`src/rtl/inst_fetch.sv`:
```
// rtl/inst_fetch.sv - instruction fetch stage: PC, single-outstanding imem reads, prefetch queue, redirect/flush.
// Optional halt detection on opcode 4'hF is enabled by defining HALT_DETECT_EN.
module inst_fetch #(
  parameter int PC_WIDTH = 8,
  parameter int DEPTH    = 2,
  parameter int RESET_PC = 0
) (
  input  logic                clk,
  input  logic                rst_n,
  output logic                imem_req,
  output logic [PC_WIDTH-1:0] imem_addr,
  input  logic                imem_ack,
  input  logic [15:0]         imem_rdata,
  input  logic                redirect_valid,
  input  logic [PC_WIDTH-1:0] redirect_pc,
  output logic                inst_valid,
  input  logic                inst_ready,
  output logic [15:0]         instruction,
  output logic [PC_WIDTH-1:0] inst_pc,
  output logic                halted
);

  localparam int AW = (DEPTH > 1) ? $clog2(DEPTH) : 1;
  localparam int CW = $clog2(DEPTH + 1);
  localparam logic [AW-1:0]       LAST_PTR = AW'(DEPTH - 1);
  localparam logic [CW-1:0]       FULL_CNT = CW'(DEPTH);
  localparam logic [PC_WIDTH-1:0] PC_RST   = PC_WIDTH'(RESET_PC);

  logic [PC_WIDTH-1:0] pc_q, pc_d;
  logic [PC_WIDTH-1:0] addr_q, addr_d;
  logic                busy_q, busy_d;
  logic                discard_q, discard_d;
  logic                halted_q, halted_d;
  logic [CW-1:0]       count_q, count_d;
  logic [AW-1:0]       rd_ptr_q, rd_ptr_d;
  logic [AW-1:0]       wr_ptr_q, wr_ptr_d;
  logic [15:0]         inst_mem_q [DEPTH];
  logic [PC_WIDTH-1:0] pc_mem_q   [DEPTH];

  logic issue_ok, fire, push, pop, halt_hit;

  function automatic logic [AW-1:0] ptr_inc(input logic [AW-1:0] p);
    return (p == LAST_PTR) ? '0 : p + 1'b1;
  endfunction

  // A new fetch is never started in a redirect cycle so the first fetch uses the new PC.
  assign issue_ok   = (count_q < FULL_CNT) && !halted_q && !redirect_valid;
  assign imem_req   = rst_n && (busy_q || issue_ok);
  assign imem_addr  = busy_q ? addr_q : pc_q;
  assign fire       = imem_req && imem_ack;
  assign push       = fire && !discard_q && !redirect_valid;
  assign inst_valid = (count_q != '0);
  assign pop        = inst_valid && inst_ready;

  assign instruction = inst_mem_q[rd_ptr_q];
  assign inst_pc     = pc_mem_q[rd_ptr_q];
  assign halted      = halted_q;

`ifdef HALT_DETECT_EN
  assign halt_hit = push && (imem_rdata[15:12] == 4'hF);
`else
  assign halt_hit = 1'b0;
`endif

  always_comb begin
    pc_d      = pc_q;
    addr_d    = addr_q;
    busy_d    = busy_q;
    discard_d = discard_q;
    halted_d  = halted_q | halt_hit;
    count_d   = count_q;
    rd_ptr_d  = rd_ptr_q;
    wr_ptr_d  = wr_ptr_q;

    if (imem_req && !imem_ack) begin
      busy_d = 1'b1;
      addr_d = imem_addr;
    end
    if (fire) begin
      busy_d    = 1'b0;
      discard_d = 1'b0;
      if (!discard_q) pc_d = pc_q + 1'b1;
    end

    case ({push, pop})
      2'b10:   count_d = count_q + 1'b1;
      2'b01:   count_d = count_q - 1'b1;
      default: count_d = count_q;
    endcase
    if (push) wr_ptr_d = ptr_inc(wr_ptr_q);
    if (pop)  rd_ptr_d = ptr_inc(rd_ptr_q);

    // Redirect wins; a request still in flight keeps its address but its data is dropped.
    if (redirect_valid) begin
      pc_d      = redirect_pc;
      halted_d  = 1'b0;
      count_d   = '0;
      rd_ptr_d  = '0;
      wr_ptr_d  = '0;
      discard_d = imem_req && !imem_ack;
    end
  end

  always_ff @(posedge clk or negedge rst_n) begin
    if (!rst_n) begin
      pc_q      <= PC_RST;
      addr_q    <= '0;
      busy_q    <= 1'b0;
      discard_q <= 1'b0;
      halted_q  <= 1'b0;
      count_q   <= '0;
      rd_ptr_q  <= '0;
      wr_ptr_q  <= '0;
    end else begin
      pc_q      <= pc_d;
      addr_q    <= addr_d;
      busy_q    <= busy_d;
      discard_q <= discard_d;
      halted_q  <= halted_d;
      count_q   <= count_d;
      rd_ptr_q  <= rd_ptr_d;
      wr_ptr_q  <= wr_ptr_d;
    end
  end

  always_ff @(posedge clk or negedge rst_n) begin
    if (!rst_n) begin
      for (int i = 0; i < DEPTH; i++) begin
        inst_mem_q[i] <= '0;
        pc_mem_q[i]   <= '0;
      end
    end else if (push) begin
      inst_mem_q[wr_ptr_q] <= imem_rdata;
      pc_mem_q[wr_ptr_q]   <= imem_addr;
    end
  end

endmodule

```
`config.mk`:
```
export PLATFORM = sky130hd
export DESIGN_NAME = inst_fetch
export DESIGN_NICKNAME = d
export VERILOG_FILES = /design/src/rtl/inst_fetch.sv
export SDC_FILE = /design/constraint.sdc
export NUM_CORES = 1
export LEC_CHECK = 0
export ABC_AREA = 1
export CORE_UTILIZATION = 35
export DETAILED_ROUTE_END_ITERATION = 16
export GPL_TIMING_DRIVEN = 0
export HOLD_SLACK_MARGIN = 0.1
export PLACE_DENSITY = 0.66
export SLEW_MARGIN = 15
export SYNTH_ARGS = -nofsm -noshare
export SYNTH_HDL_FRONTEND = slang
export SYNTH_SLANG_ARGS = --single-unit
```
`constraint.sdc`:
```
create_clock -name clk -period 2.6 [get_ports clk]
set_clock_uncertainty 0.05 [all_clocks]
set_input_delay 0.39 -clock clk [delete_from_list [all_inputs] [get_ports clk]]
set_output_delay 0.39 -clock clk [all_outputs]
set_load 0.01 [all_outputs]
```
Word level (Yosys, flattened, before mapping)

Cells that the tools add are included.

Logic and storage cells: 72
Input port bits: 29
Bits in registers: 70
Output and inout port bits: 35

Equal/unequal tests: 3
Reduce and logical (&&, ||, !) cells: 19
Add/subtract/negate cells: 5
Mux-type cells: 28
Magnitude comparators: 4
Bitwise logic cells: 2

Operators with widths:

| operator                                                    | count |
|---|---|
| two-way mux 16 bit                                          | 4 |
| two-way mux 8 bit                                           | 8 |
| bitwise mux 32 bit                                          | 1 |
| bitwise mux 16 bit                                          | 1 |
| demux 16 bit (select 1 bit)                                 | 1 |
| two-way mux 1 bit                                           | 10 |
| nonzero test 2 bit                                          | 5 |
| adder 8 x 1 -> 8 bit (second input constant)                | 1 |
| demux 8 bit (select 1 bit)                                  | 1 |
| logical AND 1 bit                                           | 8 |
| >= comparator 2 bit (second input constant)                 | 2 |
| inverter 1 -> 2 bit                                         | 2 |
| one-hot mux 2 bit (2 select lines)                          | 1 |
| zero test 1 bit                                             | 3 |
| nonzero test 3 bit                                          | 1 |
| adder 1 bit (second input constant)                         | 2 |
| adder 2 x 1 -> 2 bit (second input constant)                | 1 |
| == test 2 x 1 -> 1 bit (second input constant)              | 1 |
| == test 2 bit (second input constant)                       | 1 |
| less-than comparator 2 x 1 -> 1 bit (second input constant) | 1 |
| less-than comparator 2 bit (second input constant)          | 1 |
| two-way mux 2 bit                                           | 1 |
| != test 2 bit (second input constant)                       | 1 |
| AND reduction 2 bit                                         | 1 |
| other kinds (2)                                             | 2 |

Longest topological paths before layout

Gate-level depths: netlist of the first run.

Word-level depth: 10
Gate-level depth with buffers: 9
Depth with buffers taken out: 9

Least setup slack after synthesis of the first run

OpenSTA, ideal clock, no wires.

Path kind: register to register
Start point: register count_q[1]
End point: register inst_mem_q[28] (netlist name)
Clock period less this slack: 1.575 ns
Buffers on the path: 1
Cell stages (with the launch flop): 10
Setup time: 0.118 ns
Path slack: 1.025 ns
Data required time: 2.432 ns
Data arrival time: 1.407 ns
Path through: dfrtp_1 -> nor2_1 -> nor2_1 -> nor2_4 -> nand4_4 -> nor2_8 -> inv_4 -> buf_6 -> nand2_1 -> o21ai_2

Longest elaborated chain between the ends: 7

Ends and longest elaborated chain:

| what                           | line | text |
|---|---|---|
| start: declaration             | 34   | `logic [CW-1:0] count_q, count_d;` |
| start signal: assignment       | 120  | `count_q <= count_d;` |
| less-than comparator 2 bit     | 47   | `assign issue_ok = (count_q < FULL_CNT) && !halted_q && !redirect_valid;` |
| logical AND 1 bit              | 47   |  |
| logical OR 1 bit               | 48   | `assign imem_req = rst_n && (busy_q \|\| issue_ok);` |
| logical AND 1 bit              | 48   |  |
| net imem_req                   | 10   | `output logic imem_req,` |
| logical AND 1 bit              | 50   | `assign fire = imem_req && imem_ack;` |
| logical AND 1 bit (2 in a row) | 51   | `assign push = fire && !discard_q && !redirect_valid;` |
| end signal: indexed assignment | 133  | `inst_mem_q[wr_ptr_q] <= imem_rdata;` |
| end: declaration               | 37   | `logic [15:0] inst_mem_q [DEPTH];` |

The timed path passes the listed nets, and every way through them passes these cells.
A chain may end at the register's enable or synchronous reset.

Worst setup path after layout of the first run

Start point: register rd_ptr_q
End point: output port instruction[14]

Longest elaborated chain between the ends: 4

Ends and longest elaborated chain:

| what                                                  | line | text |
|---|---|---|
| start: declaration                                    | 35   | `logic [AW-1:0] rd_ptr_q, rd_ptr_d;` |
| start signal: assignment                              | 121  | `rd_ptr_q <= rd_ptr_d;` |
| inverter 1 -> 2 bit (implied by the code)             | 55   | `assign instruction = inst_mem_q[rd_ptr_q];` |
| two-way mux 16 bit (implied by the code) (3 in a row) | 55   |  |
| end: declaration                                      | 18   | `output logic [15:0] instruction,` |

Every way passes these cells. The select of a mux whose other input is x is not followed.

==> results of run 1 <==
==> sequential cells by signal, summed over array words and instances, names as in the netlist <==
register    count
inst_mem_q     32
pc_mem_q       16
addr_q          8
pc_q            8
count_q         2
busy_q          1
discard_q       1
rd_ptr_q        1
wr_ptr_q        1
==> layout by cell type, fill, tap and decap left out, types with 2 or more instances in the layout <==
cell type | Yosys | final
sky130_fd_sc_hd__a21oi_1 | 6 | 6
sky130_fd_sc_hd__buf_12 | 0 | 4
sky130_fd_sc_hd__buf_2 | 2 | 2
sky130_fd_sc_hd__buf_4 | 2 | 3
sky130_fd_sc_hd__buf_6 | 7 | 7
sky130_fd_sc_hd__clkbuf_1 | 6 | 4
sky130_fd_sc_hd__clkbuf_8 | 0 | 11
sky130_fd_sc_hd__clkdlybuf4s50_1 | 0 | 61
sky130_fd_sc_hd__clkinv_2 | 0 | 2
sky130_fd_sc_hd__clkinv_4 | 0 | 2
sky130_fd_sc_hd__dfrtp_1 | 70 | 70
sky130_fd_sc_hd__dlygate4sd3_1 | 0 | 2
sky130_fd_sc_hd__inv_1 | 41 | 41
sky130_fd_sc_hd__inv_4 | 2 | 2
sky130_fd_sc_hd__nand2_1 | 183 | 183
sky130_fd_sc_hd__nand3_1 | 10 | 10
sky130_fd_sc_hd__nor2_1 | 11 | 11
sky130_fd_sc_hd__nor2_8 | 2 | 2
sky130_fd_sc_hd__nor3_1 | 2 | 2
sky130_fd_sc_hd__o211ai_1 | 2 | 2
sky130_fd_sc_hd__o21ai_0 | 32 | 30
sky130_fd_sc_hd__o21ai_1 | 12 | 14
sky130_fd_sc_hd__o21ai_2 | 20 | 20
==> worst min-delay path: stages, from the launching register on <==
cell	delay, ps
sky130_fd_sc_hd__dfrtp_1	350
sky130_fd_sc_hd__nand2_1	50
sky130_fd_sc_hd__nand2_1	40
==> power by group <==
part	total, mW	internal [mW]	switching (mW)
registers	1.49	1.35	0.136
clock network	0.909	0.495	0.414
logic	1.06	0.532	0.530
total	3.46	2.38	1.08
==> final cells by class <==
cell class | count | area share, %
timing repair buffer | 68 | 16.0
tap | 129 | 3.59
sequential | 70 | 39.0
clock buffer | 11 | 3.37
inverter | 44 | 3.79
multi-input combinational | 289 | 30.2
buffer | 16 | 2.76
clock inverter | 5 | 1.28
==> kinds of logic after synthesis <==
group | Yosys count | synth area share, %
buffers and inverters | 61 | 8.71
AND/OR/NAND/NOR | 211 | 25.5
adder cells (fa/ha/maj) | 1 | 0.367
XOR/XNOR | 2 | 0.515
AO/OA/AOI/OAI | 74 | 13.4
other | 1 | 0.110
flip-flops | 70 | 51.5
==> worst min path at each step <==
| stage | startpoint | to | slack [ps] |
|---|---|---|---|
| 3_5_place_dp | rst_n | inst_mem_q[15] | 290 |
| 5_1_grt | pc_mem_q[3] | pc_mem_q[3] | 450 |
| 3_3_place_gp | pc_mem_q[1] | pc_mem_q[1] | 400 |
| 2_1_floorplan | rst_n | addr_q[0] | 40 |
| 6_report | pc_mem_q[5] | pc_mem_q[5] | 420 |
| 4_1_cts | pc_mem_q[5] | pc_mem_q[5] | 430 |
==> metal layers <==
| layer | up-vias | global-route usage [%] | part of all wire (%) |
|---|---|---|---|
| met3 | 11 | 2.70 | 3.8 |
| met2 | 61 | 28.8 | 48 |
| li1 | 1467 | - | - |
| met1 | 1348 | 22.9 | 47 |
| met5 | - | 0 | 0 |
| met4 | 0 | 8.70 | 1.8 |
==> what timing repair did <==
item	4_1_cts	5_1_grt
gates resized for setup	1	3
setup endpoints to repair	3	8
hold endpoints to repair	29	0
buffers inserted	0	0
gates cloned	0	0
hold buffers	5	0
==> through the flow <==
stage / area (µm²) / instances / hold WS [ps]
after floorplan: 3400 / 420 / 44.4
after global placement: 4190 / 611 / 404
after detailed placement: 4200 / 612 / 289
after CTS: 4490 / 632 / 428
after global routing: 4490 / 632 / 451
final: 4490 / 632 / 423
==> metrics list, run 1 <==
- The most used flip-flop cell after synthesis is sky130_fd_sc_hd__dfrtp_1.
* Critical Path End: instruction[14]
* Critical Path End Type: primary output
- Before antenna repair, the detailed router went through 4 iterations.
- Detailed placement ended at an HPWL of 5.69 mm.
- The routed layout has ~2.9k vias.
* Sequential cell area: 0.00175 mm²
* Standard cell with the maximum stage delay on the critical path: sky130_fd_sc_hd__clkinv_1
- Post-synthesis cell count: 420
* Kind of cell with the highest combined delay on the critical path: buffers and inverters
- At the end of the flow the core is filled with cells to between 40% and 50%.
- After layout, the worst setup slack is 110 ps.
- Buffers plus inverters on the worst setup path: 2
* Top-count cell post-synth: sky130_fd_sc_hd__nand2_1
- OpenSTA, run right after detailed placement, puts the worst setup slack at about 190 ps.
- Fmax: 0.402 GHz
- By area the synthesized netlist is led by sky130_fd_sc_hd__dfrtp_1 51%, sky130_fd_sc_hd__nand2_1 20%, sky130_fd_sc_hd__o21ai_2 5.1%.
* Total area of multi-input combinational cells: 0.00136 mm²
- Maximum number of pins on one net before global-route repair: 42
- Total I/O pin count: 64
- Antenna violations before repair: 0
- Number of global-route vias before repair: 2913
- The die covers 0.0101 mm².
- H-tree level count: 3
- Clock tree synthesis inserted a total of 9 buffers.
- Counting buffers and inverters, the worst setup path is 4 cells deep.
* Iteration-0 DRC Markers: 172
* Type of the worst setup path: flip-flop to primary output
* Core box area: 0.00933 mm²
- Vertical extent of the die: 101 µm
- The final count of hold timing violations came to 0.
- Root buffer selected by CTS: sky130_fd_sc_hd__clkbuf_8
* Clock latency at the later pin of the worst-skew pair: between 300 and 400 ps
- Number of enable flip-flop cells after synthesis: 0
* Status: completed
- Portion of the clock cycle consumed by the worst path in the final layout: 95.8%
- After detailed routing, the number of remaining DRC violations is 0.
- Port buffer count: 62
- Total count of max-transition violations in the final report: 0
- Ratio of routed vias to standard cells: ~4.6
- At the worst endpoint, the required time is between 2000 and 2500 ps.
- For the pin with the worst max-slew slack, the measured transition is 596 ps.
- The area growth from synthesis to layout is 31.9%.
* Crit. Startpoint: rd_ptr_q
* Top post-synthesis cells by count: 183 x sky130_fd_sc_hd__nand2_1, 70 x sky130_fd_sc_hd__dfrtp_1, 41 x sky130_fd_sc_hd__inv_1
* Clock period minus final worst setup slack: roughly 2500 ps
- Sequential cells were found to cover 51.5% of the synthesized design area.
* Fraction of layout instances using a drive strength above 1: 11.9%
- The biggest area contributor in the post-synthesis netlist is sky130_fd_sc_hd__dfrtp_1.
- After global routing the overflow that remains totals 0.
- The longest clock path from root to sink contains 2 buffers.
* Final TNS setup: 0 ps
- Crit path arrival time: approximately 2100 ps
- The die is 101 µm wide.
- Critical register-to-register path startpoint: count_q[1]
* Net Count, Synth: between 400 and 500
- Worst path most repeated cell: sky130_fd_sc_hd__nand2_1
- In the synthesized netlist the async set-or-reset flop fraction comes to 100%.
* Cells along the critical path: clkinv_1 -> nand2_1 -> nand2_1 -> clkdlybuf4s50_1
- In this run the critical register-to-register path is captured at inst_mem_q[29].
* Leakage: 2.23 nW
- Setup slack on the worst reg-to-reg path comes out at 820 ps.
- Number of rows in the core area: 35
- Initial Utilization: 36.5%
- The count of nets left with antenna violations once routing finished came out at 0.
- For this run, the number of Yosys warnings is 0.
- Layout fillers: 928
- Number of maximum-capacitance violations: 0
- Power spread over the standard cell area amounts to 770 mW/mm².
* Maximum fanout along the worst path: 18
- The number of different library cells used by synthesis comes to 27.
- The final layout contains routed wiring with a total length of 8.06 mm.
- VDD sags by at most between 0.0003 and 0.0004 V.
* Synthesized area per cell: 8.11 µm²
- The design draws about 3.5 mW.
- First-pass GRT wire length: 13.7 mm
* Unrepaired setup endpoints after global routing: yes
- Ant. Diodes: 0
- Headroom to the max-slew limit came out at between 50% and 60%.
* Biggest cell delay along the critical path: 510 ps
- Hold Path Depth: 2
* Clock tree from TritonCTS: built
- Critical Path Source Type: flip-flop
- Total standard cell area after synthesis: ~0.0034 mm²
- The worst hold path belongs to the class flip-flop to flip-flop.
* Gr usage total: between 10% and 20%
* #FFs+latches synth: 70
* Number of clock sinks: 70
* Fraction of post-synthesis cell area in the top cell type by area: around 50%
* R2R cell count: 9
- In the final routed layout, each cell accounts on average for 12.8 µm.
- Setup violations remaining at the end of the flow were counted as 0.
- At the end of the flow, the number of nets in the layout was 528.
- Routability Congestion: ~0.77
- Clock-pin slew was measured on the worst setup and hold paths at 70 ps.
Note: power is estimated with default switching activity, not from simulation.
==> inputs of run 2 (changes only) <==
--- a/config.mk
+++ b/config.mk
@@ -6,7 +6,9 @@
 export NUM_CORES = 1
 export LEC_CHECK = 0
 export ABC_AREA = 1
+export CAP_MARGIN = 5
 export CORE_UTILIZATION = 35
+export CTS_CLUSTER_DIAMETER = 60
 export DETAILED_ROUTE_END_ITERATION = 16
 export GPL_TIMING_DRIVEN = 0
 export HOLD_SLACK_MARGIN = 0.1
==> results of run 2 <==
The final DEF is identical to that of run 1; final timing and power are the same.
